<file path="src/rtl/lsu_pkg.sv">
// Shared types and helpers for the load/store alignment unit.
package lsu_pkg;

  typedef enum logic [2:0] {
    DM_B  = 3'b000,
    DM_H  = 3'b001,
    DM_W  = 3'b010,
    DM_BU = 3'b100,
    DM_HU = 3'b101
  } dmctrl_e;

  typedef enum logic [2:0] {
    StIdle,
    StReq0,
    StWait0,
    StReq1,
    StWait1,
    StResp
  } lsu_state_e;

  // Access size in bytes; illegal encodings report 4 but are never issued.
  function automatic logic [2:0] size_of(input logic [2:0] ctrl);
    case (ctrl)
      DM_B, DM_BU: size_of = 3'd1;
      DM_H, DM_HU: size_of = 3'd2;
      default:     size_of = 3'd4;
    endcase
  endfunction

  function automatic logic is_legal(input logic [2:0] ctrl);
    case (ctrl)
      DM_B, DM_H, DM_W, DM_BU, DM_HU: is_legal = 1'b1;
      default:                        is_legal = 1'b0;
    endcase
  endfunction

endpackage

</file>
<file path="src/rtl/lsu_load_extend.sv">
// Extracts a byte/half/word from the 64-bit merge buffer at a byte offset and
// sign- or zero-extends it according to the DMCtrl encoding.
module lsu_load_extend
  import lsu_pkg::*;
(
  input  logic [63:0] merge_buf_i,
  input  logic [1:0]  off_i,
  input  logic [2:0]  ctrl_i,
  output logic [31:0] data_o
);

  logic [31:0] win;

  assign win = merge_buf_i[{off_i, 3'b000} +: 32];

  always_comb begin
    data_o = win;
    case (ctrl_i)
      DM_B:    data_o = {{24{win[7]}}, win[7:0]};
      DM_H:    data_o = {{16{win[15]}}, win[15:0]};
      DM_BU:   data_o = {24'h0, win[7:0]};
      DM_HU:   data_o = {16'h0, win[15:0]};
      default: data_o = win;
    endcase
  end

endmodule

</file>
<file path="src/rtl/lsu_align_ctrl.sv">
// Multicycle load/store alignment unit: splits word-crossing requests into two
// word-aligned, byte-enabled memory transactions and merges returned data.
module lsu_align_ctrl
  import lsu_pkg::*;
#(
  parameter int unsigned ADDR_W = 32
) (
  input  logic              clk,
  input  logic              rst_n,
  input  logic              req_valid,
  output logic              req_ready,
  input  logic              req_we,
  input  logic [2:0]        req_ctrl,
  input  logic [ADDR_W-1:0] req_addr,
  input  logic [31:0]       req_wdata,
  output logic              resp_valid,
  output logic [31:0]       resp_rdata,
  output logic              resp_err,
  output logic              mem_req,
  input  logic              mem_ready,
  output logic [ADDR_W-1:0] mem_addr,
  output logic              mem_we,
  output logic [3:0]        mem_be,
  output logic [31:0]       mem_wdata,
  input  logic              mem_rvalid,
  input  logic [31:0]       mem_rdata
);

  lsu_state_e        state_q, state_d;
  logic              we_q, we_d;
  logic [2:0]        ctrl_q, ctrl_d;
  logic [ADDR_W-1:0] addr_q, addr_d;
  logic [31:0]       wdata_q, wdata_d;
  logic [63:0]       merge_q, merge_d;

  logic [1:0]        off;
  logic [2:0]        size;
  logic              split;
  logic [63:0]       lane_data;
  logic [7:0]        mask_base;
  logic [7:0]        lane_mask;
  logic [ADDR_W-1:0] word_addr;
  logic [ADDR_W-1:0] next_addr;
  logic [31:0]       ext_data;

  assign off       = addr_q[1:0];
  assign size      = size_of(ctrl_q);
  assign split     = ({2'b00, off} + {1'b0, size}) > 4'd4;
  assign lane_data = {32'h0, wdata_q} << {off, 3'b000};
  assign mask_base = (8'd1 << size) - 8'd1;
  assign lane_mask = mask_base << off;
  assign word_addr = {addr_q[ADDR_W-1:2], 2'b00};
  // Second access wraps around the top of the address space.
  assign next_addr = word_addr + ADDR_W'(4);

  lsu_load_extend u_load_extend (
    .merge_buf_i (merge_q),
    .off_i       (off),
    .ctrl_i      (ctrl_q),
    .data_o      (ext_data)
  );

  always_comb begin
    state_d    = state_q;
    we_d       = we_q;
    ctrl_d     = ctrl_q;
    addr_d     = addr_q;
    wdata_d    = wdata_q;
    merge_d    = merge_q;
    req_ready  = 1'b0;
    resp_valid = 1'b0;
    resp_rdata = 32'h0;
    resp_err   = 1'b0;
    mem_req    = 1'b0;
    mem_addr   = '0;
    mem_we     = 1'b0;
    mem_be     = 4'h0;
    mem_wdata  = 32'h0;

    case (state_q)
      StIdle: begin
        req_ready = 1'b1;
        if (req_valid) begin
          we_d    = req_we;
          ctrl_d  = req_ctrl;
          addr_d  = req_addr;
          wdata_d = req_wdata;
          merge_d = 64'h0;
          state_d = is_legal(req_ctrl) ? StReq0 : StResp;
        end
      end
      StReq0: begin
        mem_req   = 1'b1;
        mem_addr  = word_addr;
        mem_we    = we_q;
        mem_be    = lane_mask[3:0];
        mem_wdata = we_q ? lane_data[31:0] : 32'h0;
        if (mem_ready) state_d = StWait0;
      end
      StWait0: begin
        if (mem_rvalid) begin
          merge_d[31:0] = mem_rdata;
          state_d       = split ? StReq1 : StResp;
        end
      end
      StReq1: begin
        mem_req   = 1'b1;
        mem_addr  = next_addr;
        mem_we    = we_q;
        mem_be    = lane_mask[7:4];
        mem_wdata = we_q ? lane_data[63:32] : 32'h0;
        if (mem_ready) state_d = StWait1;
      end
      StWait1: begin
        if (mem_rvalid) begin
          merge_d[63:32] = mem_rdata;
          state_d        = StResp;
        end
      end
      StResp: begin
        resp_valid = 1'b1;
        resp_err   = !is_legal(ctrl_q);
        resp_rdata = (we_q || !is_legal(ctrl_q)) ? 32'h0 : ext_data;
        state_d    = StIdle;
      end
      default: state_d = StIdle;
    endcase
  end

  always_ff @(posedge clk) begin
    if (!rst_n) begin
      state_q <= StIdle;
      we_q    <= 1'b0;
      ctrl_q  <= 3'b000;
      addr_q  <= '0;
      wdata_q <= 32'h0;
      merge_q <= 64'h0;
    end else begin
      state_q <= state_d;
      we_q    <= we_d;
      ctrl_q  <= ctrl_d;
      addr_q  <= addr_d;
      wdata_q <= wdata_d;
      merge_q <= merge_d;
    end
  end

endmodule

</file>
<file path="config.mk">
export PLATFORM = sky130hd
export DESIGN_NAME = lsu_align_ctrl
export DESIGN_NICKNAME = d
export VERILOG_FILES = /design/src/rtl/lsu_pkg.sv /design/src/rtl/lsu_load_extend.sv /design/src/rtl/lsu_align_ctrl.sv
export SDC_FILE = /design/constraint.sdc
export NUM_CORES = 1
export LEC_CHECK = 0
export BUFFER_PORTS_ARGS = -buffer_cell sky130_fd_sc_hd__buf_2
export CAP_MARGIN = 30
export CORE_AREA = 4 4 124 126
export CTS_CLUSTER_SIZE = 40
export DETAILED_ROUTE_END_ITERATION = 16
export DIE_AREA = 0 0 128 130
export GPL_ROUTABILITY_DRIVEN = 0
export GPL_TIMING_DRIVEN = 0
export PLACE_DENSITY = 0.84
export SLEW_MARGIN = 25
export SYNTH_ARGS = -nofsm -noshare
export SYNTH_HDL_FRONTEND = slang
export SYNTH_SLANG_ARGS = --single-unit
</file>
<file path="constraint.sdc">
create_clock -name clk -period 4.2 [get_ports clk]
set_input_delay 0.84 -clock clk [delete_from_list [all_inputs] [get_ports clk]]
set_output_delay 0.84 -clock clk [all_outputs]
set_load 0.05 [all_outputs]
</file>
==> impl_metrics.env <==
export IMPL_status="complete, no violations"
export IMPL_hold_path_class="reg -> reg"
export IMPL_drt_iter0_markers=1133
export IMPL_tightest_slew_ps=873
export IMPL_grt_total_usage_pct=33.2
export IMPL_timing_fmax_ghz=0.245
export IMPL_grt_busiest_layer="met2"
export IMPL_power_frac_seq_pct=29.6
export IMPL_ys_seq_area_share_pct=31.9
export IMPL_grt_overflow_total=0
export IMPL_grtUsageMet3_pct=8.19
export IMPL_dr_total_vias=9238
export IMPL_grt_use_met2_pct=51.6
export IMPL_preCtsSetupSlack_ps=537
export IMPL_yosys_top_cells_area="dfxtp_1, a21oi_1, nand2_1, mux2i_1, nand3_1"
export IMPL_intPower_w=0.00299
export IMPL_crit_type="reg -> out"
export IMPL_power_switching_w=0.00250
export IMPL_path_common_cell="buf_2"
export IMPL_async_flop_share_pct=0
export IMPL_diodes=0
export IMPL_post_route_min_period_ps=4080
export IMPL_initial_core_util_pct=55.7
export IMPL_grt_pass1_wl_mm=43.5
export IMPL_synth_top_area_cell="dfxtp_1"
export IMPL_cts_htree_levels=4
export IMPL_ant_nets=0
export IMPL_p_leak_nw=3.73
export IMPL_period_share_pct=97.1
export IMPL_cts_buffers=17
export IMPL_synthFlopType="dfxtp_1"
export IMPL_root_buffer="clkbuf_16"
export IMPL_crit_family="buffers and inverters"
export IMPL_cp_max_fo=10
export IMPL_worst_slack_ps=123
export IMPL_cts_tree="built"
export IMPL_num_rows=44
export IMPL_vias_per_cell=6.15
export IMPL_drive_gt1_share_pct=24.4
export IMPL_drt_wirelength_per_cell_um=19.0
export IMPL_use_met1_pct=43.2
export IMPL_cp_data_arrival_time_ps=3240
export IMPL_dr_pass1_iters=7
export IMPL_grt_pass1_vias=8583
export IMPL_finClkSkew_ps=7.28
export IMPL_fp_coreArea_um2=14300
export IMPL_cp_end_kind="output pin"
export IMPL_cts_buffer_depth=2
export IMPL_fin_tns_setup_ps=0
export IMPL_slowest_stage="clkbuf_1"
export IMPL_ys_types=61
export IMPL_fp_dieW_um=128
export IMPL_cellPowerDensity_nw_per_um2=559
export IMPL_die_y_um=130
export IMPL_grt_max_degree=17
export IMPL_start_kind="flop"
export IMPL_power_frac_comb_pct=43.7
export IMPL_avgSynthCellArea_um2=7.40
export IMPL_ir_drop_uv=443
export IMPL_finalPower_w=0.00550
export IMPL_synthesis_instances=1078
export IMPL_wl_mm=28.5
export IMPL_setup_violations=0
export IMPL_dpl_hpwl_mm=20.9
export IMPL_synth_edff_count=0
export IMPL_rsz0062_at_grt="false"
export IMPL_relSlewSlack_pct=41.6
export IMPL_fillers=1253
export IMPL_dieArea_um2=16600
export IMPL_ios=210
export IMPL_antenna_found_initial=0
export IMPL_clkPwrFrac_pct=26.8
export IMPL_port_buffers=207
export IMPL_slowest_delay_ps=500
export IMPL_crit_chain="clkbuf_1 > buf_2 > clkbuf_1 > buf_2 > a21oi_1 > o22ai_1 > buf_2"
export IMPL_drc=0
export IMPL_swShare_pct=45.6
export IMPL_slew_violations=0
export IMPL_ys_warn_count=0
export IMPL_numClockSinks=127
export IMPL_critPathRequiredTime_ps=3360
export IMPL_final_core_util_pct=68.7
export IMPL_worst_hold_slack_ps=454
export IMPL_max_cap_violations=0
export IMPL_area_growth_pct=23.3
export IMPL_hold_viol=0
export IMPL_clk_pin_slew_worst_paths_ps=60
export IMPL_fin_nets=1414
export IMPL_insertion_delay_ps=430
export IMPL_syn_area_um2=7980
export IMPL_ys_ff_latch=127
export IMPL_crit_buf_inv=5
export IMPL_synth_top_area_share_pct=31.9
[power groups by stage]
stage                     clock (W)  sequential [W]  combinational (W)
after global routing        0.00152         0.00165            0.00257
after CTS                   0.00147         0.00161            0.00234
after global placement            0         0.00162            0.00228
final                       0.00147         0.00163            0.00240
after floorplan                   0         0.00156            0.00170
after detailed placement          0         0.00163            0.00233
[placed cells by master, fill, tap and decap left out, drive strengths merged, types with 3 or more instances in the layout]
cell type,count
a21oi,192
a22oi,8
and3,4
and3b,4
and4,3
buf,246
clkbuf,82
clkinv,8
clkinvlp,4
dfxtp,127
ha,5
inv,13
mux2,23
mux2i,65
mux4,8
nand2,236
nand2b,11
nand3,56
nand4,33
nor2,38
nor2b,13
nor3,3
nor3b,3
nor4,7
nor4b,3
o211ai,9
o21a,5
o21ai,10
o22a,8
o31ai,8
or2,9
or3,12
or3b,13
or4,8
xnor2,6
xor2,8
[worst reg2reg max path, stage by stage (launching register included)]
cell and delay, ps:
dfxtp_1 300, clkbuf_1 360, buf_2 380, clkbuf_1 390, buf_1 490, xnor2_1 150, ha_1 210, xor2_1 160
a21oi_1 150, a21oi_1 80, a221oi_1 230
[final cells by class]
cell class | instances | area [um2] | share of cell area (%)
multi-input combinational | 835 | 4960 | 50.5
sequential | 127 | 2540 | 25.8
timing repair buffer | 208 | 1040 | 10.6
buffer | 102 | 425 | 4.32
inverter | 13 | 52.6 | 0.534
clock inverter | 14 | 143 | 1.45
tap | 184 | 230 | 2.34
clock buffer | 18 | 439 | 4.46
[cell usage after synthesis, drive strengths merged, types with 2 or more instances]
cell type    n
or3b        13
o21a         5
and3b        4
o21ai       10
nand2      236
and3         4
or3         12
a31oi        2
a221oi       2
nand3       56
and4         3
nor4b        3
inv         12
a211oi       2
mux2        23
xor2         8
a22oi        8
nand4       33
nor2b       13
nor3         3
a21oi      192
mux4         8
ha           5
dfxtp      127
xnor2        6
nor3b        3
a211o        2
mux2i       65
or4          8
buf         38
or4b         2
o211ai       9
o31ai        8
o22a         8
nor2        38
clkbuf      66
nor4         7
nand2b      11
or2          9
[sequential cells by signal (all words and copies together), names as in the netlist]
register / count
ctrl_q: 3
state_q: 3
we_q: 1
addr_q: 32
merge_q: 56
wdata_q: 32
[layer usage]
metal / up-vias / wire (um)
met5: - / 0
met4: 0 / 1210
met3: 119 / 3670
met2: 650 / 12600
met1: 4218 / 11000
li1: 4251 / -
[cells by family (layout without fill, tap and decap cells)]
family / after synthesis / after routing / synth area share [%]
AOI/OAI and AO/OA: 257 / 257 / 18.1
xor gates and xnor gates: 14 / 14 / 1.54
adders and majority gates: 5 / 5 / 0.784
buffers and inverters: 117 / 355 / 6.04
DFF: 127 / 127 / 31.9
muxes: 96 / 96 / 13.7
other: 1 / 2 / 0.0470
and+or+nand+nor: 461 / 461 / 27.9
[per-stage QoR]
step	instances	instance area, um2
2_1_floorplan	1079	7980
6_report	1501	9840
3_5_place_dp	1471	9260
5_1_grt	1501	9840
4_1_cts	1503	9840
3_3_place_gp	1470	9250
[timing repair]
item	in CTS	in global routing
hold buffers	0	0
gates resized for setup	0	1
setup endpoints to repair	0	3
setup buffers	0	0
[path summary, 6_finish.rpt]
| check | endpoint | cells past startpoint | slack [ps] | start |
|---|---|---|---|---|
| max reg2reg | state_q[2] | 10 | 1200 | addr_q[1] |
| min | merge_q[41] | 2 | 450 | merge_q[41] |
| max | mem_be[3] | 7 | 120 | addr_q[0] |
| min reg2reg | merge_q[41] | 2 | 450 | merge_q[41] |
(Power assumes the default switching activity.)
